**src/rtl/string_move_collector.sv**
```systemverilog
// Move-request initiator for the search engine: fetches moves one handshake at a time
// and buffers them in a first-word-fall-through FIFO for a downstream valid/ready consumer.
module string_move_collector #(
  parameter int PIN_W = 8,
  parameter int DEPTH = 16,
  parameter int CNT_W = 16
) (
  input  logic             clk,
  input  logic             reset,
  input  logic             start,
  input  logic [CNT_W-1:0] move_limit,
  output logic             search_req_val,
  input  logic             search_resp_val,
  output logic             search_resp_rdy,
  input  logic [PIN_W-1:0] search_pin_1,
  input  logic [PIN_W-1:0] search_pin_2,
  input  logic             search_add_or_remove,
  input  logic             search_done,
  output logic             move_val,
  input  logic             move_rdy,
  output logic [PIN_W-1:0] move_pin_1,
  output logic [PIN_W-1:0] move_pin_2,
  output logic             move_add,
  output logic [CNT_W-1:0] move_count,
  output logic             busy,
  output logic             finished
);

  localparam int AW = $clog2(DEPTH);
  localparam int EW = 2 * PIN_W + 1;

  typedef enum logic [2:0] {
    S_IDLE  = 3'd0,
    S_REQ   = 3'd1,
    S_RESP  = 3'd2,
    S_GAP   = 3'd3,
    S_DRAIN = 3'd4,
    S_DONE  = 3'd5
  } state_e;

  state_e         state_q, state_d;
  logic           req_val_q, req_val_d;
  logic           busy_q, busy_d;
  logic           finished_q, finished_d;
  logic [CNT_W-1:0] count_q, count_d;
  logic [CNT_W-1:0] limit_q, limit_d;
  logic [AW:0]    wr_ptr_q, wr_ptr_d;
  logic [AW:0]    rd_ptr_q, rd_ptr_d;
  logic [EW-1:0]  mem_q [DEPTH];

  logic          empty_s, full_s, push_s, pop_s, limit_hit_s;
  logic [EW-1:0] head_s;

  // Pointers carry one extra wrap bit so full and empty are distinguishable.
  assign empty_s     = (wr_ptr_q == rd_ptr_q);
  assign full_s      = (wr_ptr_q[AW] != rd_ptr_q[AW]) && (wr_ptr_q[AW-1:0] == rd_ptr_q[AW-1:0]);
  assign search_resp_rdy = (state_q == S_RESP) && !full_s;
  assign push_s      = search_resp_rdy && search_resp_val;
  assign pop_s       = !empty_s && move_rdy;
  assign limit_hit_s = (limit_q != {CNT_W{1'b0}}) && (count_q == limit_q);
  assign head_s      = mem_q[rd_ptr_q[AW-1:0]];

  assign search_req_val = req_val_q;
  assign busy           = busy_q;
  assign finished       = finished_q;
  assign move_count     = count_q;
  assign move_val       = !empty_s;
  assign move_add       = move_val ? head_s[EW-1] : 1'b0;
  assign move_pin_1     = move_val ? head_s[2*PIN_W-1:PIN_W] : {PIN_W{1'b0}};
  assign move_pin_2     = move_val ? head_s[PIN_W-1:0] : {PIN_W{1'b0}};

  // Next-state, run bookkeeping and FIFO pointer logic.
  always_comb begin
    state_d  = state_q;
    limit_d  = limit_q;
    count_d  = count_q;
    wr_ptr_d = push_s ? (wr_ptr_q + (AW+1)'(1)) : wr_ptr_q;
    rd_ptr_d = pop_s ? (rd_ptr_q + (AW+1)'(1)) : rd_ptr_q;
    case (state_q)
      S_IDLE, S_DONE: begin
        if (start) begin
          state_d = S_REQ;
          limit_d = move_limit;
          count_d = {CNT_W{1'b0}};
        end else begin
          state_d = state_q;
        end
      end
      S_REQ: begin
        // done takes priority over a move offered in the same cycle
        if (search_done) begin
          state_d = S_DRAIN;
        end else if (search_resp_val) begin
          state_d = S_RESP;
        end else begin
          state_d = S_REQ;
        end
      end
      S_RESP: begin
        if (push_s) begin
          state_d = S_GAP;
          count_d = (count_q == {CNT_W{1'b1}}) ? count_q : (count_q + CNT_W'(1));
        end else begin
          state_d = S_RESP;
        end
      end
      S_GAP: begin
        if (limit_hit_s || search_done) begin
          state_d = S_DRAIN;
        end else begin
          state_d = S_REQ;
        end
      end
      S_DRAIN: begin
        if (empty_s) begin
          state_d = S_DONE;
        end else begin
          state_d = S_DRAIN;
        end
      end
      default: state_d = S_IDLE;
    endcase
    req_val_d  = (state_d == S_REQ) || (state_d == S_RESP);
    busy_d     = !((state_d == S_IDLE) || (state_d == S_DONE));
    finished_d = (state_d == S_DONE);
  end

  // Control and status registers.
  always_ff @(posedge clk or negedge reset) begin
    if (!reset) begin
      state_q    <= S_IDLE;
      req_val_q  <= 1'b0;
      busy_q     <= 1'b0;
      finished_q <= 1'b0;
      count_q    <= {CNT_W{1'b0}};
      limit_q    <= {CNT_W{1'b0}};
      wr_ptr_q   <= {(AW+1){1'b0}};
      rd_ptr_q   <= {(AW+1){1'b0}};
    end else begin
      state_q    <= state_d;
      req_val_q  <= req_val_d;
      busy_q     <= busy_d;
      finished_q <= finished_d;
      count_q    <= count_d;
      limit_q    <= limit_d;
      wr_ptr_q   <= wr_ptr_d;
      rd_ptr_q   <= rd_ptr_d;
    end
  end

  // FIFO storage; contents are don't-care until written, outputs are masked while empty.
  always_ff @(posedge clk) begin
    if (push_s) begin
      mem_q[wr_ptr_q[AW-1:0]] <= {search_add_or_remove, search_pin_1, search_pin_2};
    end
  end

endmodule

```
**config.mk**
```make
export PLATFORM = sky130hd
export DESIGN_NAME = string_move_collector
export DESIGN_NICKNAME = d
export VERILOG_FILES = /design/src/rtl/string_move_collector.sv
export SDC_FILE = /design/constraint.sdc
export NUM_CORES = 1
export LEC_CHECK = 0
export ABC_CLOCK_PERIOD_IN_PS = 2800
export BUFFER_PORTS_ARGS = -buffer_cell sky130_fd_sc_hd__buf_2
export CAP_MARGIN = 15
export CELL_PAD_IN_SITES_DETAIL_PLACEMENT = 0
export CELL_PAD_IN_SITES_GLOBAL_PLACEMENT = 1
export CORE_ASPECT_RATIO = 1.25
export CORE_UTILIZATION = 45
export CTS_CLUSTER_SIZE = 25
export DETAILED_ROUTE_END_ITERATION = 16
export PLACE_DENSITY_LB_ADDON = 0.1
export SLEW_MARGIN = 20
export SYNTH_ARGS = -nofsm -noshare
export SYNTH_HDL_FRONTEND = slang
export SYNTH_SLANG_ARGS = --single-unit
export TNS_END_PERCENT = 5
```
**constraint.sdc**
```tcl
create_clock -name clk -period 2.8 [get_ports clk]
set_input_delay 0.14 -clock clk [delete_from_list [all_inputs] [get_ports clk]]
set_output_delay 0.14 -clock clk [all_outputs]
set_load 0.02 [all_outputs]
```
## Yosys cells after proc, flatten, opt, wreduce, memory -nomap -nowiden

Memory sizes are Yosys's and may differ from the RTL's.
Cells that the tools add are included.

| storage, ports and cells | value |
|---|---|
| RAM bits | 272 |
| register bits | 48 |
| word-level logic and storage cells | 62 |
| memories kept | 1 |

Memories:

| name | depth | bits a word | rd ports | clocked after Yosys merged registers in | wr ports | RTL line | source |
|---|---|---|---|---|---|---|---|
| mem_q | 16 | 17 | 1 | 0 | 1 | 49 | `logic [EW-1:0] mem_q [DEPTH];` |

| operators by class | value |
|---|---|
| reduce and logical (&&, ||, !) cells | 18 |
| multiplexer cells | 16 |
| $add $sub $neg | 3 |
| equal/unequal tests | 16 |

Operators with widths:

| cell | count |
|---|---|
| 16-bit 2-to-1 mux | 3 |
| 16-bit case mux with 2 select lines | 1 |
| 16-bit by 1-bit adder with 16-bit output (second input constant) | 1 |
| 16-bit equality test | 1 |
| 16-bit equality test (second input constant) | 1 |
| 8-bit 2-to-1 mux | 2 |
| 16-bit nonzero test | 1 |
| 3-bit case mux with 5 select lines | 1 |
| 5-bit by 1-bit adder with 5-bit output (second input constant) | 2 |
| 3-bit by 2-bit equality test with 1-bit output (second input constant) | 3 |
| 3-bit equality test (second input constant) | 3 |
| 3-bit 2-to-1 mux | 3 |
| 3-bit by 1-bit equality test with 1-bit output (second input constant) | 2 |
| 3-bit logical NOT | 2 |
| 2-bit inequality test (second input constant) | 3 |
| 5-bit equality test | 1 |
| 1-bit logical AND | 5 |
| 1-bit 2-to-1 mux | 5 |
| 4-bit equality test | 1 |
| 4-bit AND reduction | 1 |
| 1-bit logical NOT | 3 |
| 1-bit logical OR | 3 |
| 2-bit 2-to-1 mux | 1 |
| 2-bit AND reduction | 1 |
| 3 further kinds | 3 |

## Depth between registers and ports, before layout

Gate-level depths: netlist of the first run.

| depth | value |
|---|---|
| depth in word-level cells | 10 |
| mapped depth | 9 |

## Least setup slack after synthesis of the first run

No wires, ideal clock.

| timing | value |
|---|---|
| kind | register -> register |
| start | register state_q[2] |
| end | memory mem_q[0][0] (netlist bit), enable pin |
| stages on the path, launching flop included | 8 |
| setup slack | -262 ps |
| arrival | 2650 ps |
| path buffers | 3 |
| path through | dfrtp_1 -> clkbuf_1 -> nor3b_1 -> o211a_1 -> buf_4 -> buf_2 -> nand2_1 -> nor3_1 |

| between the ends | value |
|---|---|
| word-level cells in the longest chain between the ends | 5 |

RTL lines:

| what | RTL line | source |
|---|---|---|
| start: declaration | 41 | `state_e state_q, state_d;` |
| start signal: assignment | 140 | `state_q <= state_d;` |
| 3-bit by 2-bit equality test with 1-bit output | 57 | `assign search_resp_rdy = (state_q == S_RESP) && !full_s;` |
| 1-bit logical AND | 57 |  |
| 1-bit logical AND | 58 | `assign push_s = search_resp_rdy && search_resp_val;` |
| 1-bit 2-to-1 mux | 153 | `if (push_s) begin` |
| 1-bit 2-to-1 mux (implied by the code) | 154 | `mem_q[wr_ptr_q[AW-1:0]] <= {search_add_or_remove, search_pin_1, search_pin_2};` |
| end: declaration | 49 |  |

No other way between the ends.

## Final worst setup path of the first run

| timing | value |
|---|---|
| start | register rd_ptr_q[0] |
| end | output move_pin_1[4] |

| between the ends | value |
|---|---|
| word-level cells in the longest chain between the ends | 2 |
| elaborated cells on any way between the ends | 3 |

RTL lines:

| what | RTL line | source |
|---|---|---|
| start: declaration | 48 | `logic [AW:0] rd_ptr_q, rd_ptr_d;` |
| start signal: assignment | 138 | `rd_ptr_q <= {(AW+1){1'b0}};` |
| start signal: assignment | 147 | `rd_ptr_q <= rd_ptr_d;` |
| memory read 16 x 17 bit or 5-bit equality test (tied branches) | - |  |
| 8-bit 2-to-1 mux (*) | 69 | `assign move_pin_1 = move_val ? head_s[2*PIN_W-1:PIN_W] : {PIN_W{1'b0}};` |
| end: declaration | 21 | `output logic [PIN_W-1:0] move_pin_1,` |

Mark *: on every way between the ends. The rest lies on a longest branch, timed or not.

==> summary.txt, run 1 <==
GRT
  • Vias in the first global route: 7094
  • Total track usage: 20.39%
  • Maximum number of pins on one net before global-route repair: 46
  • Antenna violations before repair: 0
  • GR Overflow Total: 0
  • Global-route wire length before repair: 43.72 mm

Power and ir drop
  • Lkg Pwr: 5.531 nW
  • Total power: 14.89 mW
  • Worst vdd ir: 0.0005534 V
  • Pwr dens: 943.0 nW/um^2

Layout
  • Leading cell types in the layout, fill and taps excluded: 272 x edfxtp_1, 85 x mux4_2, 72 x buf_2
  • Nets: 865
  • Share of post-route cells with drive strength above 1: 36.69%
  • Ant diodes: 0
  • Fillers: 2171
  • Commonest non-fill, non-tap cell in the layout: edfxtp_1
  • Area delta synth->final: 22.24%
  • Fin util: 55.76%

Routing
  • Post-route ant nets: 0
  • Iter 0 DRT Violations: 447
  • Final WL: 29.49 mm
  • # DRC: 0
  • WL/cell: 24.57 um
  • Routed vias/inst: 5.606
  • Via count: 6727
  • DR pass1 iterations: 4

Placement
  • Post-DP HPWL: 17.21 mm
  • PortBufs: 76
  • Place WS: 0.3314 ns
  • Routability Congestion: 0.7964

Floorplan
  • Die area: 29390 sq um
  • Num rows: 69
  • Die Width: 153.5 um
  • Initial Utilization: 45.62%
  • Core Box Area: 28320 sq um
  • Die height: 191.4 um
  • I/O pin cnt: 77

Hold path
  • Hold Crit Endpoint: state_q[2]
  • Hold Crit Start: start
  • Hold Path Cell Cnt: 4
  • HP Class: input port to register

CTS
  • H-tree depth: 1
  • Skew-Pair Late Insertion Delay: 0.56 ns
  • Clk buf depth: 3
  • CTS Root Cell: clkbuf_16
  • CTS sink cnt: 320
  • Clock buffer count from CTS: 31
  • Register clock-pin slew on the reported worst setup and hold paths: 0.07 ns
  • CTS tree: yes

Logic synthesis
  • Synthesized area per cell: 19.78 sq um
  • Share of the synthesized area in the top cell type: 63.23%
  • Register area share after synthesis: 72.53%
  • Net Count, Synth: 698
  • Synth Flop Type: edfxtp_1
  • Synth area leaders: edfxtp_1 63%, mux4_2 15%, dfrtp_1 9.3%
  • Largest area contributor in the netlist: edfxtp_1
  • Yosys reg bits: 320
  • Post-synth EDFFs: 272
  • Cells after Synth: 653
  • Ys async rst share: 15.00%
  • Post-synthesis cell type count: 44
  • Yosys warns: 0
  • Synthesized cell area: 12920 sq um

Timing
  • Max-slew violation count: 0
  • RSZ-0062 raised after global routing: yes
  • Final hold violation count: 0
  • Clk_skew: 0.01344 ns
  • Setup Viol. Count Final: 2
  • Worst-Margin Slew: 0.7107 ns
  • Final worst slack: -0.01132 ns
  • Peak Freq: 0.3557 GHz
  • Final worst-path cycle share: 100.4%
  • Rel. slew slack: 52.62%
  • Setup TNS after final layout: -0.01541 ns
  • Crit path time final: 2.811 ns

Critical path
  • Reg2reg path depth: 8
  • Worst Path Class, Setup: register to output port
  • CP required: 2.66 ns
  • RR Startpoint: rd_ptr_q[0]
  • CP bufs+invs: 3
  • RR Endpoint: mem_q[12][12]
  • Slowest stage cell, crit path: mux4_2
  • Reg2reg setup slack: 0.33 ns
  • Arrival time worst endpoint: 2.67 ns
  • Cell Chain, Critical Path: buf_12, buf_8, mux4_2, mux4_2, nor2b_1, buf_2
  • Top cell by count, worst path: mux4_2
  • Worst Setup End Kind: output port
  • Critical Path Max Stage Delay: 0.51 ns
  • Crit Path Max Fanout: 6
  • CP Launch Type: register
  • CP top delay family: multiplexers

Run status
  • Failing checks: negative setup slack
  • Status: complete, but fails checks

Job
  • Max Cap Viol: 0
## cell usage after synthesis (3+ instances only)
cell      count
xnor2_1      16
dfrtp_1      48
nand2b_1      5
a21oi_1       3
buf_2        16
nor2_1       36
nor4_1        9
inv_1         8
edfxtp_1    272
ha_1          6
xor2_1       28
nand4_1      10
nor2b_1      18
nand3b_1      3
clkbuf_1     13
nand3_1       7
nand2_1      14
nor3_1       11
mux4_2       85
mux2_2       17
## layout make-up
class	count	area, sq um	area share (%)
clock buffers	35	790.8	5.008
clock inverters	23	276.5	1.751
inverters	8	30.03	0.1902
multi-input cells	292	3426	21.70
flip-flops and latches	320	9374	59.37
well taps	355	444.2	2.813
repair buffers	167	1449	9.176
## tightest hold or removal path, stage by stage
cell	delay, ns
buf_2	0.10
a21oi_1	0.06
a21oi_1	0.13
o21ai_1	0.13
## power breakdown
part           switching [mW]  internal, mW  total (mW)
logic                    2.23          2.56        4.79
registers               0.323          5.43        5.76
clock network            1.83          2.51        4.34
## how the worst max path moves through the flow
stage | from | endpoint | slack (ns) | cells after the start
after floorplan | state_q[2] | mem_q[1][0] | -0.26 | 7
after global placement | rd_ptr_q[0] | move_pin_2[6] | 0.33 | 5
after detailed placement | rd_ptr_q[0] | move_pin_2[6] | 0.33 | 5
after CTS | rd_ptr_q[0] | move_pin_2[6] | -0.06 | 6
after global routing | rd_ptr_q[0] | move_pin_2[7] | -0.08 | 6
final | rd_ptr_q[0] | move_pin_1[4] | -0.01 | 6
## repair_timing
item,in CTS,in global routing
setup buffers,10,3
cloned,1,2
gates resized for setup,5,9
endpoints found under the hold margin,319,0
endpoints found under the setup margin,16,17
hold buffers,36,0
## per-stage QoR
stage / cells / hold slack (ns) / cell area, sq um
final: 1200 / 0.07743 / 15790
after global routing: 1200 / 0.06284 / 15790
after CTS: 1195 / 0.03365 / 15680
after detailed placement: 1090 / 0.2276 / 14080
after global placement: 1090 / 0.2265 / 14080
after floorplan: 653 / -0.1556 / 12920
## metal layers
metal | GRT usage (%) | wire length, um | up-vias
met3 | 2.970 | 1287 | 50
met1 | 25.59 | 12270 | 3544
li1 | - | - | 2953
met5 | 0 | 0 | -
met4 | 5.923 | 728 | 0
met2 | 36.70 | 15200 | 180
## registers in the layout, summed over array words and instances (netlist names)
register and cells:
limit_q 16, mem_q 272, state_q 3, busy 1, finished 1, rd_ptr_q 5, move_count 16, wr_ptr_q 5
search_req_val 1
## kinds of logic (layout without fill, tap and decap cells)
group                      count (synthesis)  count (layout)  synth area share, %
xor gates and xnor gates                  44              44                2.983
AOI/OAI and AO/OA                         15              15               0.8330
and+or+nand+nor                          124             124                5.221
DFF                                      320             320                72.53
buffers and inverters                     41             233                1.472
muxes                                    103             103                16.38
adders and majority gates                  6               6               0.5812
Note: power is estimated with default switching activity, not from simulation.
==> run 2: changes to the inputs <==
- ABC_AREA: unset -> 1
- CORE_UTILIZATION: 45 -> 40
- MAX_ROUTING_LAYER: unset -> met4
==> run 2 against run 1 <==
Net effect:
- the flow finishes with violations (design-rule violations)
- synthesized cell count up 75%
- maximum frequency up 4.7%
- hold slack worse by 0.061 ns
- area after synthesis up 3.6%
- first-iteration DRC count up 40%
- critical path depth unchanged
- largest power group unchanged
- highest routed layer unchanged
- register-to-register slack better by 0.20 ns
==> summary.txt, run 2 <==
Run status
  • Status: complete, but fails checks
  • Failing checks: design-rule violations

Timing
  • Clk_skew: 0.01520 ns (+0.001763 ns)
  • Setup TNS after final layout: 0 ns (+0.01541 ns)
  • Setup Viol. Count Final: 0 (-2)
  • Worst hold slack: 0.01652 ns (-0.06091 ns)
  • Peak Freq: 0.3723 GHz (+4.7%)
  • Worst-Margin Slew: 0.7483 ns (+0.03763 ns)
  • Final hold violation count: 0 (unchanged)
  • Final worst-path cycle share: 95.92% (-4.5 points)
  • RSZ-0062 raised after global routing: no
  • Rel. slew slack: 50.06% (-2.6 points)
  • Max-slew violation count: 0 (unchanged)
  • Crit path time final: 2.686 ns (-0.1256 ns)

Logic synthesis
  • Share of the synthesized area in the top cell type: 61.02% (-2.2 points)
  • Post-synth EDFFs: 272 (unchanged)
  • Ys async rst share: 15.00% (unchanged)
  • Register area share after synthesis: 69.99% (-2.5 points)
  • Synth area leaders: edfxtp_1 61%, dfrtp_1 9.0%, nor2_1 5.8%
  • Synthesized cell area: 13390 sq um (+3.6%)
  • Synthesized area per cell: 11.70 sq um (-41%)
  • Post-synth top cells: 272 x edfxtp_1, 208 x nor2_1, 154 x o21ai_0
  • Yosys reg bits: 320 (unchanged)
  • Largest area contributor in the netlist: edfxtp_1
  • Post-synthesis cell type count: 30 (-32%)
  • Synth Flop Type: edfxtp_1
  • Cells after Synth: 1144 (+75%)
  • Yosys warns: 0 (unchanged)
  • Net Count, Synth: 1189 (+70%)
  • Count leader, synth: edfxtp_1

Layout
  • Ant diodes: 0 (unchanged)
  • Leading cell types in the layout, fill and taps excluded: 272 x edfxtp_1, 192 x nor2_1, 154 x o21ai_0
  • Share of post-route cells with drive strength above 1: 16.46% (-20 points)
  • Commonest non-fill, non-tap cell in the layout: edfxtp_1
  • Area delta synth->final: 20.15%
  • Fin util: 49.07% (-6.7 points)
  • Nets: 1312 (+52%)
  • Largest register FFs: 272 (unchanged)

Critical path
  • Reg2reg setup slack: 0.53 ns (+0.20 ns)
  • CP Launch Type: register
  • Worst Setup End Kind: output port
  • Critical Path Max Stage Delay: 0.46 ns (-0.05 ns)
  • Worst Path Class, Setup: register to output port
  • CP top delay family: compound AO/OA/AOI/OAI gates
  • CP bufs+invs: 2 (-1)
  • Cell Chain, Critical Path: clkbuf_8, o21ai_0, o221ai_1, nand3_1, a21oi_1, buf_2
  • Arrival time worst endpoint: 2.55 ns (-0.12 ns)
  • Crit Path Max Fanout: 50 (+44)
  • Slowest stage cell, crit path: dfrtp_4
  • CP required: 2.66 ns (about the same)

GRT
  • Vias in the first global route: 9172 (+29%)
  • Global-route wire length before repair: 56.10 mm (+28%)
  • GR Overflow Total: 0 (unchanged)
  • Maximum number of pins on one net before global-route repair: 93 (+100%)
  • Antenna violations before repair: 0 (unchanged)
  • Total track usage: 22.93% (+2.5 points)

Placement
  • PortBufs: 76 (unchanged)
  • Post-DP HPWL: 22.01 mm (+28%)
  • Routability Congestion: 0.8258 (+3.7%)

Routing
  • Routed vias/inst: 5.301 (-5.4%)
  • Met2 wire length: 18.95 mm (+25%)
  • DR pass1 iterations: 10 (+6)
  • Met1 WL: 15.84 mm (+29%)
  • Post-route ant nets: 0 (unchanged)
  • Iter 0 DRT Violations: 624 (+40%)
  • # DRC: 9 (+9)
  • Final WL: 37.16 mm (+26%)
  • Met3 wire length: 1.420 mm (+10%)
  • Top sig layer: met4
  • Via count: 9076 (+35%)
  • WL/cell: 21.70 um (-12%)

Floorplan
  • Num rows: 74 (+7.2%)
  • Core Box Area: 32780 sq um (+16%)
  • Initial Utilization: 40.84% (-4.8 points)
  • Die area: 34210 sq um (+16%)
  • I/O pin cnt: 77 (unchanged)
  • Die Width: 165.6 um (+7.9%)
  • Die height: 206.5 um (+7.9%)

Hold path
  • HP Class: input port to register

CTS
  • Clk buf depth: 3 (unchanged)
  • Skew-Pair Late Insertion Delay: 0.54 ns (-0.02 ns)
  • H-tree depth: 2 (+1)
  • Clock buffer count from CTS: 35 (+13%)
  • CTS sink cnt: 320 (unchanged)
  • Register clock-pin slew on the reported worst setup and hold paths: 0.07 ns (about the same)
  • CTS tree: yes
  • CTS Root Cell: clkbuf_16

Power and ir drop
  • Total power: 15.99 mW (+7.4%)
  • Lkg Pwr: 5.780 nW (+4.5%)
  • Worst vdd ir: 0.0005076 V (-8.3%)
  • Pwr dens: 994.3 nW/um^2 (+5.4%)

Job
  • Max Cap Viol: 0 (unchanged)
==> run 2: cell count changes in the layout (fill, tap and decap cells not counted), moves of 16 or more <==
cell,previous run,this run
o21ai_0,2,154
nor2_1,23,192
nand3_1,7,54
nor2b_1,17,0
nand2_1,14,132
mux4_2,85,0
mux2_2,17,0
xnor2_1,16,0
o211ai_1,1,17
o221ai_1,0,51
inv_1,8,52
==> run 2: where the power goes <==
group	total (mW)	internal (mW)	switching, mW	leakage (nW)
Combinational	5.39	1.64	3.74	2.12
Sequential	5.63	5.43	0.195	3.06
Clock	4.98	3.04	1.94	0.607
Total	16.0	10.1	5.88	5.78
==> run 2: layout make-up <==
class	count	area, sq um
Tap cell	418	523.0
Clock buffer	39	922.1
Multi-Input combinational cell	703	3577
Clock inverter	25	321.6
Sequential cell	320	9374
Inverter	57	216.5
Timing Repair Buffer	150	1150
Fill cell	3030	16690
==> run 2: final timing paths <==
check / startpoint / end / depth (start not counted)
worst max-delay path: rd_ptr_q[0] / move_pin_2[3] / 6
worst min-delay path: search_pin_2[6] / mem_q[11][6] / 1
worst max register to register: rd_ptr_q[1] / move_count[0] / 13
worst min register to register: rd_ptr_q[4] / rd_ptr_q[4] / 1
max in group asynchronous: reset / rd_ptr_q[0] / 3
min in group asynchronous: reset / state_q[2] / 3
==> run 2: stage by stage <==
stage | instance area [sq um] | instances | worst slack (ns)
after CTS | 16060 | 1712 | 0.03958
after global routing | 16080 | 1712 | 0.0009326
after global placement | 14500 | 1617 | 0.4662
final | 16080 | 1712 | 0.1142
after detailed placement | 14500 | 1617 | 0.4897
after floorplan | 13390 | 1144 | 0.4346
==> run 2: cells by family (layout without fill, tap and decap cells) <==
kind of cell / Yosys count / in the layout / share of synthesized area [%]
simple gates: 417 / 417 / 12.63
flops: 320 / 320 / 69.99
compound gates: 257 / 257 / 11.67
buf+inv: 121 / 271 / 3.645
xor+xnor: 23 / 23 / 1.505
fa+ha+maj: 6 / 6 / 0.5608
==> run 2: what timing repair did <==
item	CTS	global route
hold buffers	31	0
resized for setup	2	6
endpoints found under the hold margin	218	0
buffers inserted	0	0
setup endpoints to repair	2	4
cloned	0	0
==> run 2: per-layer routing <==
layer / GRT usage, % / up-vias
li1: - / 4342
met1: 27.24 / 4473
met2: 40.31 / 206
met3: 3.127 / 55
met4: 7.877 / 0
met5: - / -
